===== config.mk =====
export PLATFORM = sky130hd
export DESIGN_NAME = mem_reduce_ctrl
export DESIGN_NICKNAME = d
export VERILOG_FILES = /design/src/rtl/mem_reduce_ctrl.sv
export SDC_FILE = /design/constraint.sdc
export NUM_CORES = 1
export LEC_CHECK = 0
export BUFFER_PORTS_ARGS = -buffer_cell sky130_fd_sc_hd__buf_2
export CORE_MARGIN = 8
export CORE_UTILIZATION = 54
export DETAILED_ROUTE_END_ITERATION = 8
export PLACE_DENSITY = 0.81
export SYNTH_ARGS = -nofsm -noshare
export SYNTH_HDL_FRONTEND = slang
export SYNTH_SLANG_ARGS = --single-unit

===== constraint.sdc =====
create_clock -name clk -period 2.8 [get_ports clk]
set_clock_uncertainty 0.05 [all_clocks]
set_input_delay 0.28 -clock clk [delete_from_list [all_inputs] [get_ports clk]]
set_output_delay 0.28 -clock clk [all_outputs]
set_load 0.03 [all_outputs]

===== src/rtl/mem_reduce_ctrl.sv =====
// Scans COUNT words of the data RAM, tracks the unsigned maximum and its
// address, writes it back to RESULT_ADDR. Optional MEM_REDUCE_SUM_EN adds a saturating sum.
module mem_reduce_ctrl #(
    parameter int MEMSIZE     = 16,
    parameter int ADDRESSSIZE = 4,
    parameter int BASE_ADDR   = 0,
    parameter int COUNT       = 15,
    parameter int RESULT_ADDR = 15
) (
    input  logic                   clk,
    input  logic                   rst,
    input  logic                   start,
    input  logic [MEMSIZE-1:0]     readData,
    output logic [ADDRESSSIZE-1:0] address,
    output logic [MEMSIZE-1:0]     writeData,
    output logic                   enWrite,
    output logic                   enRead,
    output logic                   readFile,
    output logic                   writeFile,
    output logic                   busy,
    output logic                   done,
`ifdef MEM_REDUCE_SUM_EN
    output logic [MEMSIZE-1:0]     sum_value,
`endif
    output logic [MEMSIZE-1:0]     max_value,
    output logic [ADDRESSSIZE-1:0] max_index
);

    // state     | meaning
    // IDLE      | waiting for start, all strobes low
    // LOAD      | readFile pulse, clear max and counter
    // READ      | COUNT cycles, one word consumed per cycle
    // WRITE     | maximum written to RESULT_ADDR
    // WRITE_SUM | saturated sum written to RESULT_ADDR+1 (optional)
    // DUMP      | writeFile pulse
    // DONE      | one-cycle completion pulse
    typedef enum logic [2:0] {
        IDLE,
        LOAD,
        READ,
        WRITE,
`ifdef MEM_REDUCE_SUM_EN
        WRITE_SUM,
`endif
        DUMP,
        DONE
    } state_t;

    localparam int CW = ADDRESSSIZE + 1;
    localparam logic [ADDRESSSIZE-1:0] BASE_A   = ADDRESSSIZE'(BASE_ADDR);
    localparam logic [ADDRESSSIZE-1:0] RESULT_A = ADDRESSSIZE'(RESULT_ADDR);
    localparam logic [CW-1:0]          LAST_CNT = CW'(COUNT - 1);

    state_t                 state;
    logic [CW-1:0]          scanCnt;
    logic [MEMSIZE-1:0]     newMax;
    logic [ADDRESSSIZE-1:0] nextReadAddr;

    // Strict compare so ties keep the lower (earlier) address.
    always_comb begin
        newMax = max_value;
        if (readData > max_value)
            newMax = readData;
    end

    assign nextReadAddr = BASE_A + scanCnt[ADDRESSSIZE-1:0] + ADDRESSSIZE'(1);

`ifdef MEM_REDUCE_SUM_EN
    logic [MEMSIZE:0]   sumWide;
    logic [MEMSIZE-1:0] sumNext;

    always_comb begin
        sumWide = {1'b0, sum_value} + {1'b0, readData};
        sumNext = sumWide[MEMSIZE-1:0];
        if (sumWide[MEMSIZE])
            sumNext = '1;
    end
`endif

    always_ff @(posedge clk or posedge rst) begin
        if (rst) begin
            state     <= IDLE;
            scanCnt   <= '0;
            address   <= '0;
            writeData <= '0;
            enWrite   <= 1'b0;
            enRead    <= 1'b0;
            readFile  <= 1'b0;
            writeFile <= 1'b0;
            busy      <= 1'b0;
            done      <= 1'b0;
            max_value <= '0;
            max_index <= '0;
`ifdef MEM_REDUCE_SUM_EN
            sum_value <= '0;
`endif
        end else begin
            enWrite   <= 1'b0;
            enRead    <= 1'b0;
            readFile  <= 1'b0;
            writeFile <= 1'b0;
            done      <= 1'b0;
            case (state)
                IDLE: begin
                    if (start) begin
                        state    <= LOAD;
                        readFile <= 1'b1;
                        busy     <= 1'b1;
                        address  <= '0;
                    end
                end
                LOAD: begin
                    max_value <= '0;
                    max_index <= BASE_A;
                    scanCnt   <= '0;
`ifdef MEM_REDUCE_SUM_EN
                    sum_value <= '0;
`endif
                    state     <= READ;
                    enRead    <= 1'b1;
                    address   <= BASE_A;
                end
                READ: begin
                    if (readData > max_value) begin
                        max_value <= readData;
                        max_index <= address;
                    end
`ifdef MEM_REDUCE_SUM_EN
                    sum_value <= sumNext;
`endif
                    scanCnt <= scanCnt + CW'(1);
                    if (scanCnt == LAST_CNT) begin
                        state     <= WRITE;
                        enWrite   <= 1'b1;
                        address   <= RESULT_A;
                        writeData <= newMax;
                    end else begin
                        enRead  <= 1'b1;
                        address <= nextReadAddr;
                    end
                end
                WRITE: begin
`ifdef MEM_REDUCE_SUM_EN
                    state     <= WRITE_SUM;
                    enWrite   <= 1'b1;
                    address   <= RESULT_A + ADDRESSSIZE'(1);
                    writeData <= sum_value;
                end
                WRITE_SUM: begin
`endif
                    state     <= DUMP;
                    writeFile <= 1'b1;
                    address   <= RESULT_A;
                end
                DUMP: begin
                    state   <= DONE;
                    done    <= 1'b1;
                    address <= '0;
                end
                DONE: begin
                    state <= IDLE;
                    busy  <= 1'b0;
                end
                default: begin
                    state <= IDLE;
                    busy  <= 1'b0;
                end
            endcase
        end
    end

endmodule


==> results.md, run 1 <==
- CP arrival: ~2.5 ns
- Max-cap violation count: 0
- Post-Syn Area: roughly 2800 µm²
- Crit end category: flop
- DRT iter0 DRCs: between 90 and 100
- Seq cells post-synth: between 50 and 60
- Hold Fails Final Rpt: 0
- Type of the worst setup path: flop to flop
- Leak: ~1.8 nW
- Final Non-Filler Cells: around 420
- Bufs and invs on worst path: 2
- Area contributors post-synth: dfrtp_1, mux2i_1, ha_1
- Netlist cell types: 29
- Chip height: about 90 µm
- Final Wtd Congestion: 0.836
- Nets: approximately 390
- Ys flop type: dfrtp_1
- Peak supply drop: 0.486 mV
- Crit start category: flop
- Crit path max-delay family: compound AO/OA/AOI/OAI gates
- CP max FO: 10
- Initial core utilization: between 50% and 60%
- Req. time, crit path: ~2.9 ns
- Final Cycle Share: between 80 and 90%
- R2r setup slk: around 0.42 ns
- CTS sink cnt: 54
- Total gr overflow: 0
- Largest net degree at the start of global routing: 35
- Placed Instance Area: 3170 µm²
- DP Cell Count: 413
- Worst Hold Class: primary input to flop
- Async SR Flop Fraction: 100%
- GR Util All Layers: between 15 and 20%
- Synth Instances: 283
- Die width: ~88 µm
- N_diodes: 0
- Top post-synthesis cells by count: dfrtp_1, inv_1, mux2i_1
- WL final: ~6.2 mm
- Relative slew slack: between 40% and 50%
- Fill cell total of the finished layout: approximately 430
- Number of synthesized flops with an enable pin: 0
- Skew-Pair Late Insertion Delay: about 0.31 ns
- Max Clk Rate: around 0.42 GHz
- Rows: 26
- Area leader, netlist: dfrtp_1
- Via density per instance: slightly above 5
- Ports: 65
- Wire per inst: ~15 µm
- Hpwl dp: 4.55 mm
- Synth Warn #: 0
- PwrDens: slightly below 1000 nW/µm²
- Share of cells above drive strength 1: between 20% and 30%
- Residual DRC: 0
- Most common cell in the netlist: dfrtp_1
- Layout area overhead: 17.0%
- First-pass GRT wire length: roughly 10 mm
- # H-tree levels: 2
- Worst-path clk slew: approximately 0.1 ns
- Final Setup Violations: 0
- Outcome: finished, final reports clean
- Iteration count of the initial detailed-routing pass: 4
- Hold WS: 0.144 ns
- CTS Root Cell: clkbuf_8
- Register area share after synthesis: between 40% and 50%
- Share of the synthesized area in the top cell type: between 40% and 50%
- # port buffers: 64
- Placeable Area: between 5000 and 6000 µm²
- Worst path max stage delay: between 0.4 and 0.5 ns
- Synth Net Count: 320
- Setup TNS Final: 0 ns
- Initial antenna violation count: 0
- Post-Syn Area per Cell: 9.89 µm²
- Slew Limit Fails: 0
- Maximum clock path buffer count: 2
- Min cycle time layout: between 2 and 2.5 ns
- CTS tree: yes
- RSZ-0062 raised after global routing: false
- Fin area: 3270 µm²
- Cell Chain, Critical Path: inv_1, ha_1, nor2b_1, o211ai_1, a2111o_1, a31oi_4, buf_4, mux2i_1, a21oi_1
- Worst Tran Pin Value: 0.835 ns
- Slowest stage cell, crit path: a2111o_1
- Post-DRT Antenna Nets: 0
- Via count: around 2100
- Die ar.: 7740 µm²
- Total CTS buffers: 5
- Vias in the first global route: between 2000 and 2500
## registers in the layout, summed over array words and instances, names as in the netlist
name,count
writeData,16
max_index,4
readFile,1
done,1
state,3
address,4
busy,1
enWrite,1
scanCnt,5
max_value,16
enRead,1
writeFile,1
## layout by cell type, fill, tap and decap left out, types with 2 or more instances in the layout
master,Yosys,layout
buf_2,4,64
dfrtp_1,54,54
inv_1,39,38
mux2i_1,36,36
nand2_1,35,35
a21oi_1,27,27
nor2_1,26,26
ha_1,18,18
o21ai_0,11,11
clkbuf_8,0,6
buf_4,0,5
nand4_1,4,4
nor2b_1,3,3
and2_1,3,3
o211ai_1,2,2
nand3_1,2,2
xor2_1,2,2
a22oi_1,2,2
## final timing paths
kind	startpoint	to	cells past startpoint
setup / recovery	max_value[1]	writeData[9]	9
hold / removal	start	readFile	3
setup reg to reg	max_value[1]	writeData[9]	9
hold reg to reg	scanCnt[4]	scanCnt[4]	1
max in group asynchronous	rst	max_index[3]	4
min in group asynchronous	rst	enWrite	3
## layout make-up
class                      instances  area (µm²)  area share [%]
sequential                        54        1350            41.3
multi-input combinational        181        1230            37.6
timing repair buffer              70         368            11.2
inverter                          39         146            4.47
tap                               70        87.6            2.67
clock buffer                       7        86.3            2.64
clock inverter                     1        5.00           0.153
## kinds of logic (layout without fill, tap and decap cells)
logic type / Yosys count / in the layout / share of synthesized area [%]
flops: 54 / 54 / 48.3
mux: 37 / 37 / 13.3
buf+inv: 48 / 117 / 7.74
fa+ha+maj: 18 / 18 / 8.05
compound gates: 45 / 45 / 9.35
simple gates: 79 / 79 / 12.7
xor+xnor: 2 / 2 / 0.626
## tightest hold or removal path, stage by stage
cell and delay [ns]:
buf_2 0.11, nand2_1 0.05, nor2_1 0.03
## stage by stage
step	total power [mW]	utilization (%)	setup WS (ns)
2_1_floorplan	2.36	-	0.342
3_3_place_gp	2.71	62.9	0.507
3_5_place_dp	2.76	62.9	0.468
4_1_cts	3.21	64.9	0.440
5_1_grt	3.43	64.9	0.263
6_report	3.19	64.9	0.421
## layer usage
layer	GRT usage [%]	vias to the layer above	routed length, µm
met3	3.75	8	336
met1	20.0	1019	2660
met2	30.4	44	3120
li1	-	1070	-
met4	6.56	0	89
met5	0	-	0
## repair_timing
action	CTS	global route
setup buffers	0	0
endpoints found under the hold margin	20	0
hold buffers	1	0
endpoints found under the setup margin	0	0
gates resized for setup	0	0
## where the power goes
group	internal (mW)	total (mW)	switching (mW)
Clock	0.200	0.453	0.253
Sequential	0.984	1.16	0.180
Combinational	0.567	1.57	1.00
Total	1.75	3.19	1.44
Note: power is estimated with default switching activity, not from simulation.
==> run 2: changes to the inputs <==
--- a/config.mk
+++ b/config.mk
@@ -5,11 +5,12 @@
 export SDC_FILE = /design/constraint.sdc
 export NUM_CORES = 1
 export LEC_CHECK = 0
+export ABC_AREA = 1
 export BUFFER_PORTS_ARGS = -buffer_cell sky130_fd_sc_hd__buf_2
 export CORE_MARGIN = 8
-export CORE_UTILIZATION = 54
+export CORE_UTILIZATION = 49
 export DETAILED_ROUTE_END_ITERATION = 8
-export PLACE_DENSITY = 0.81
+export PLACE_DENSITY = 0.77
 export SYNTH_ARGS = -nofsm -noshare
 export SYNTH_HDL_FRONTEND = slang
 export SYNTH_SLANG_ARGS = --single-unit
==> constraint.sdc (replaced) <==
create_clock -name clk -period 2.05 [get_ports clk]
set_clock_uncertainty 0.05 [all_clocks]
set_input_delay 0.205 -clock clk [delete_from_list [all_inputs] [get_ports clk]]
set_output_delay 0.205 -clock clk [all_outputs]
set_load 0.03 [all_outputs]
==> run 2 against run 1 <==
Effect of this change: synthesized area rose by 1.1%; count of clock-buffer cells in the layout fell by 2; clock power rose by 63%; register-to-register slack got worse by 0.35 ns; global-route usage fell by 0.43 points; setup slack got worse by 0.35 ns; fmax rose by 20%.
==> results.md, run 2 <==
- Max Clk Rate: a little over 0.5 GHz
- Largest net degree at the start of global routing: 32
- Via count: around 2600
- Pre-CTS setup slack: ~0.11 ns
- Cell Chain, Critical Path: inv_1, ha_1, nand4_1, nor3_4, nand2_2, nand2_4, buf_4, nand3_1, nand3_1, nand2_1
- Slew Limit Fails: 0
- PwrDens: ~1300 nW/µm²
- Vias in the first global route: 2536
- Slowest stage cell, crit path: dfrtp_1
- Via density per instance: just over 5
- Hold WS: 0.0765 ns
- Final core utilization: around 63%
- Area contributors post-synth: dfrtp_1, nand2_1, nand3_1
- R2r setup slk: about 0.075 ns
- Initial antenna violation count: 0
- Setup TNS Final: 0 ns
- CTS tree: yes
- Maximum clock path buffer count: 2
- Netlist cell types: 23
- Post-DRT Antenna Nets: 0
- R2r startpoint: max_value[9]
- Ports: 65
- CP max FO: 5
- Worst Tran Pin Value: slightly above 0.5 ns
- # port buffers: 64
- Crit start category: flop
- Ys flop type: dfrtp_1
- Worst-path clk slew: ~0.10 ns
- Area occupied by multi-input gates: ~1300 µm²
- Share of the synthesized area in the top cell type: between 40% and 50%
- Req. time, crit path: approximately 2.2 ns
- Final WS setup: roughly 0.075 ns
- Seq cells post-synth: 54
- Synth Warn #: 0
- CTS sink cnt: 54
- Hpwl dp: approximately 5.1 mm
- Chip height: ~92 µm
- N_diodes: 0
- Largest registers: max_value x16, writeData x16, scanCnt x5
- Area leader, netlist: dfrtp_1
- DRT iter0 DRCs: roughly 170
- Rows: 27
- Nets: 468
- Type of the worst setup path: flop to flop
- Initial core utilization: approximately half
- Relative slew slack: 65.4%
- Leak: 1.93 nW
- Residual DRC: 0
- Layout area overhead: 24.2%
- Total CTS buffers: 5
- Peak supply drop: between 0.9 and 1 mV
- Hold Path Origin: start
- Final Wtd Congestion: roughly 0.86
- Worst Reg2Reg Path Length in Cells: 10
- Synth Net Count: just under 400
- R2R Path End: max_value[11]
- Most common cell on crit path: nand3_1
- Die width: just over 90 µm
- Skew-Pair Late Insertion Delay: around 0.31 ns
- Iteration count of the initial detailed-routing pass: 4
- Placeable Area: between 5000 and 6000 µm²
- Top post-synthesis cells by count: nand2_1, nand3_1, dfrtp_1
- Post-Syn Area: roughly 2800 µm²
- CP arrival: ~2.1 ns
- First-pass GRT wire length: 11.8 mm
- Worst Hold Class: primary input to flop
- Leading cell type in the layout, fill and taps excluded: nand2_1
- Share of cells above drive strength 1: 25.0%
- Worst path max stage delay: approximately 0.37 ns
- Outcome: finished, final reports clean
- Wire per inst: around 14 µm
- Post-Syn Area per Cell: approximately 8.0 µm²
- Final Setup Violations: 0
- Synth Instances: 353
- Hold Fails Final Rpt: 0
- # H-tree levels: 2
- Async SR Flop Fraction: 100%
- Commonest cells after routing, fill and taps aside: nand2_1, buf_2, nand3_1, dfrtp_1, inv_1
- Die ar.: 8460 µm²
- Register area: between 1000 and 1500 µm²
- RSZ-0062 raised after global routing: true
- GR Util All Layers: between 10% and 20%
- Number of synthesized flops with an enable pin: 0
- Crit end category: flop
- WL final: between 7 and 8 mm
- CTS Root Cell: clkbuf_8
- Fill cell total of the finished layout: approximately 470
- Hold path depth: 3
- Register area share after synthesis: between 40% and 50%
- Final Cycle Share: a little over nine tenths
- Min cycle time layout: ~2.0 ns
- Most common cell in the netlist: nand2_1
- WHS Endpoint: readFile
- Total gr overflow: 0
- Max-cap violation count: 0
-- run 2: cell count changes after synthesis, moves of 3 or more --
cell     delta
a21oi_1    -21
and2_1      -3
buf_4       +4
inv_1      +11
inv_2       +3
mux2i_1    -36
nand2_1    +81
nand3_1    +60
nor2_1     -13
nor2b_1     -3
-- run 2: timing repair --
action,CTS,global route
resized for setup,0,18
setup endpoints to repair,0,36
hold buffers,1,0
hold endpoints to repair,23,0
buffers inserted,0,8
-- run 2: kinds of logic after synthesis --
logic type / count (synthesis) / share of synthesized area [%]
compound gates: 21 / 4.12
fa+ha+maj: 18 / 7.96
buf+inv: 61 / 9.12
flops: 54 / 47.8
simple gates: 199 / 31.0
-- run 2: where the power goes --
group	internal [mW]	leakage, nW	switching (mW)
Combinational	0.751	1.24	1.69
Clock	0.371	0.0587	0.369
Sequential	1.35	0.640	0.201
-- run 2: cell type report --
class / count / area share [%]
clock buffer: 5 / 1.96
clock inverter: 3 / 1.35
inverter: 53 / 5.66
multi-input combinational: 239 / 37.2
sequential: 54 / 38.5
tap: 72 / 2.57
timing repair buffer: 78 / 12.8
-- run 2: worst max path at each step --
stage / end / depth (start not counted) / start / slack, ns
floorplan: max_value[10] / 10 / max_value[15] / 0.09
global placement: writeData[5] / 12 / max_value[7] / 0.17
detailed placement: max_value[8] / 10 / max_value[11] / 0.11
CTS: max_index[3] / 12 / max_value[7] / 0.08
global route: max_value[9] / 10 / max_value[9] / -0.06
finish: max_value[11] / 10 / max_value[9] / 0.07
-- run 2: worst max-delay path, delay by kind of cell (launching register included) --
family                   cells  cell delay [ns]
flip-flops                   1             0.37
adder cells (fa/ha/maj)      1             0.31
buffers and inverters        2             0.22
AND/OR/NAND/NOR              7             0.92
-- run 2: per-layer routing --
metal / routed length, µm / global-route usage (%) / share of wire [%] / vias to the layer above
li1: - / - / - / 1278
met1: 3040 / 21.3 / 42 / 1170
met2: 3420 / 26.8 / 47 / 98
met3: 582 / 4.97 / 8.1 / 17
met4: 178 / 6.17 / 2.5 / 0
met5: 0 / 0 / 0 / -
-- run 2: through the flow --
| step | area, µm² | total power, mW | cells |
|---|---|---|---|
| global placement | 3230 | 3.72 | 486 |
| finish | 3510 | 4.73 | 504 |
| floorplan | 2830 | 3.20 | 353 |
| CTS | 3360 | 4.53 | 495 |
| global route | 3510 | 5.12 | 504 |
| detailed placement | 3230 | 3.78 | 486 |
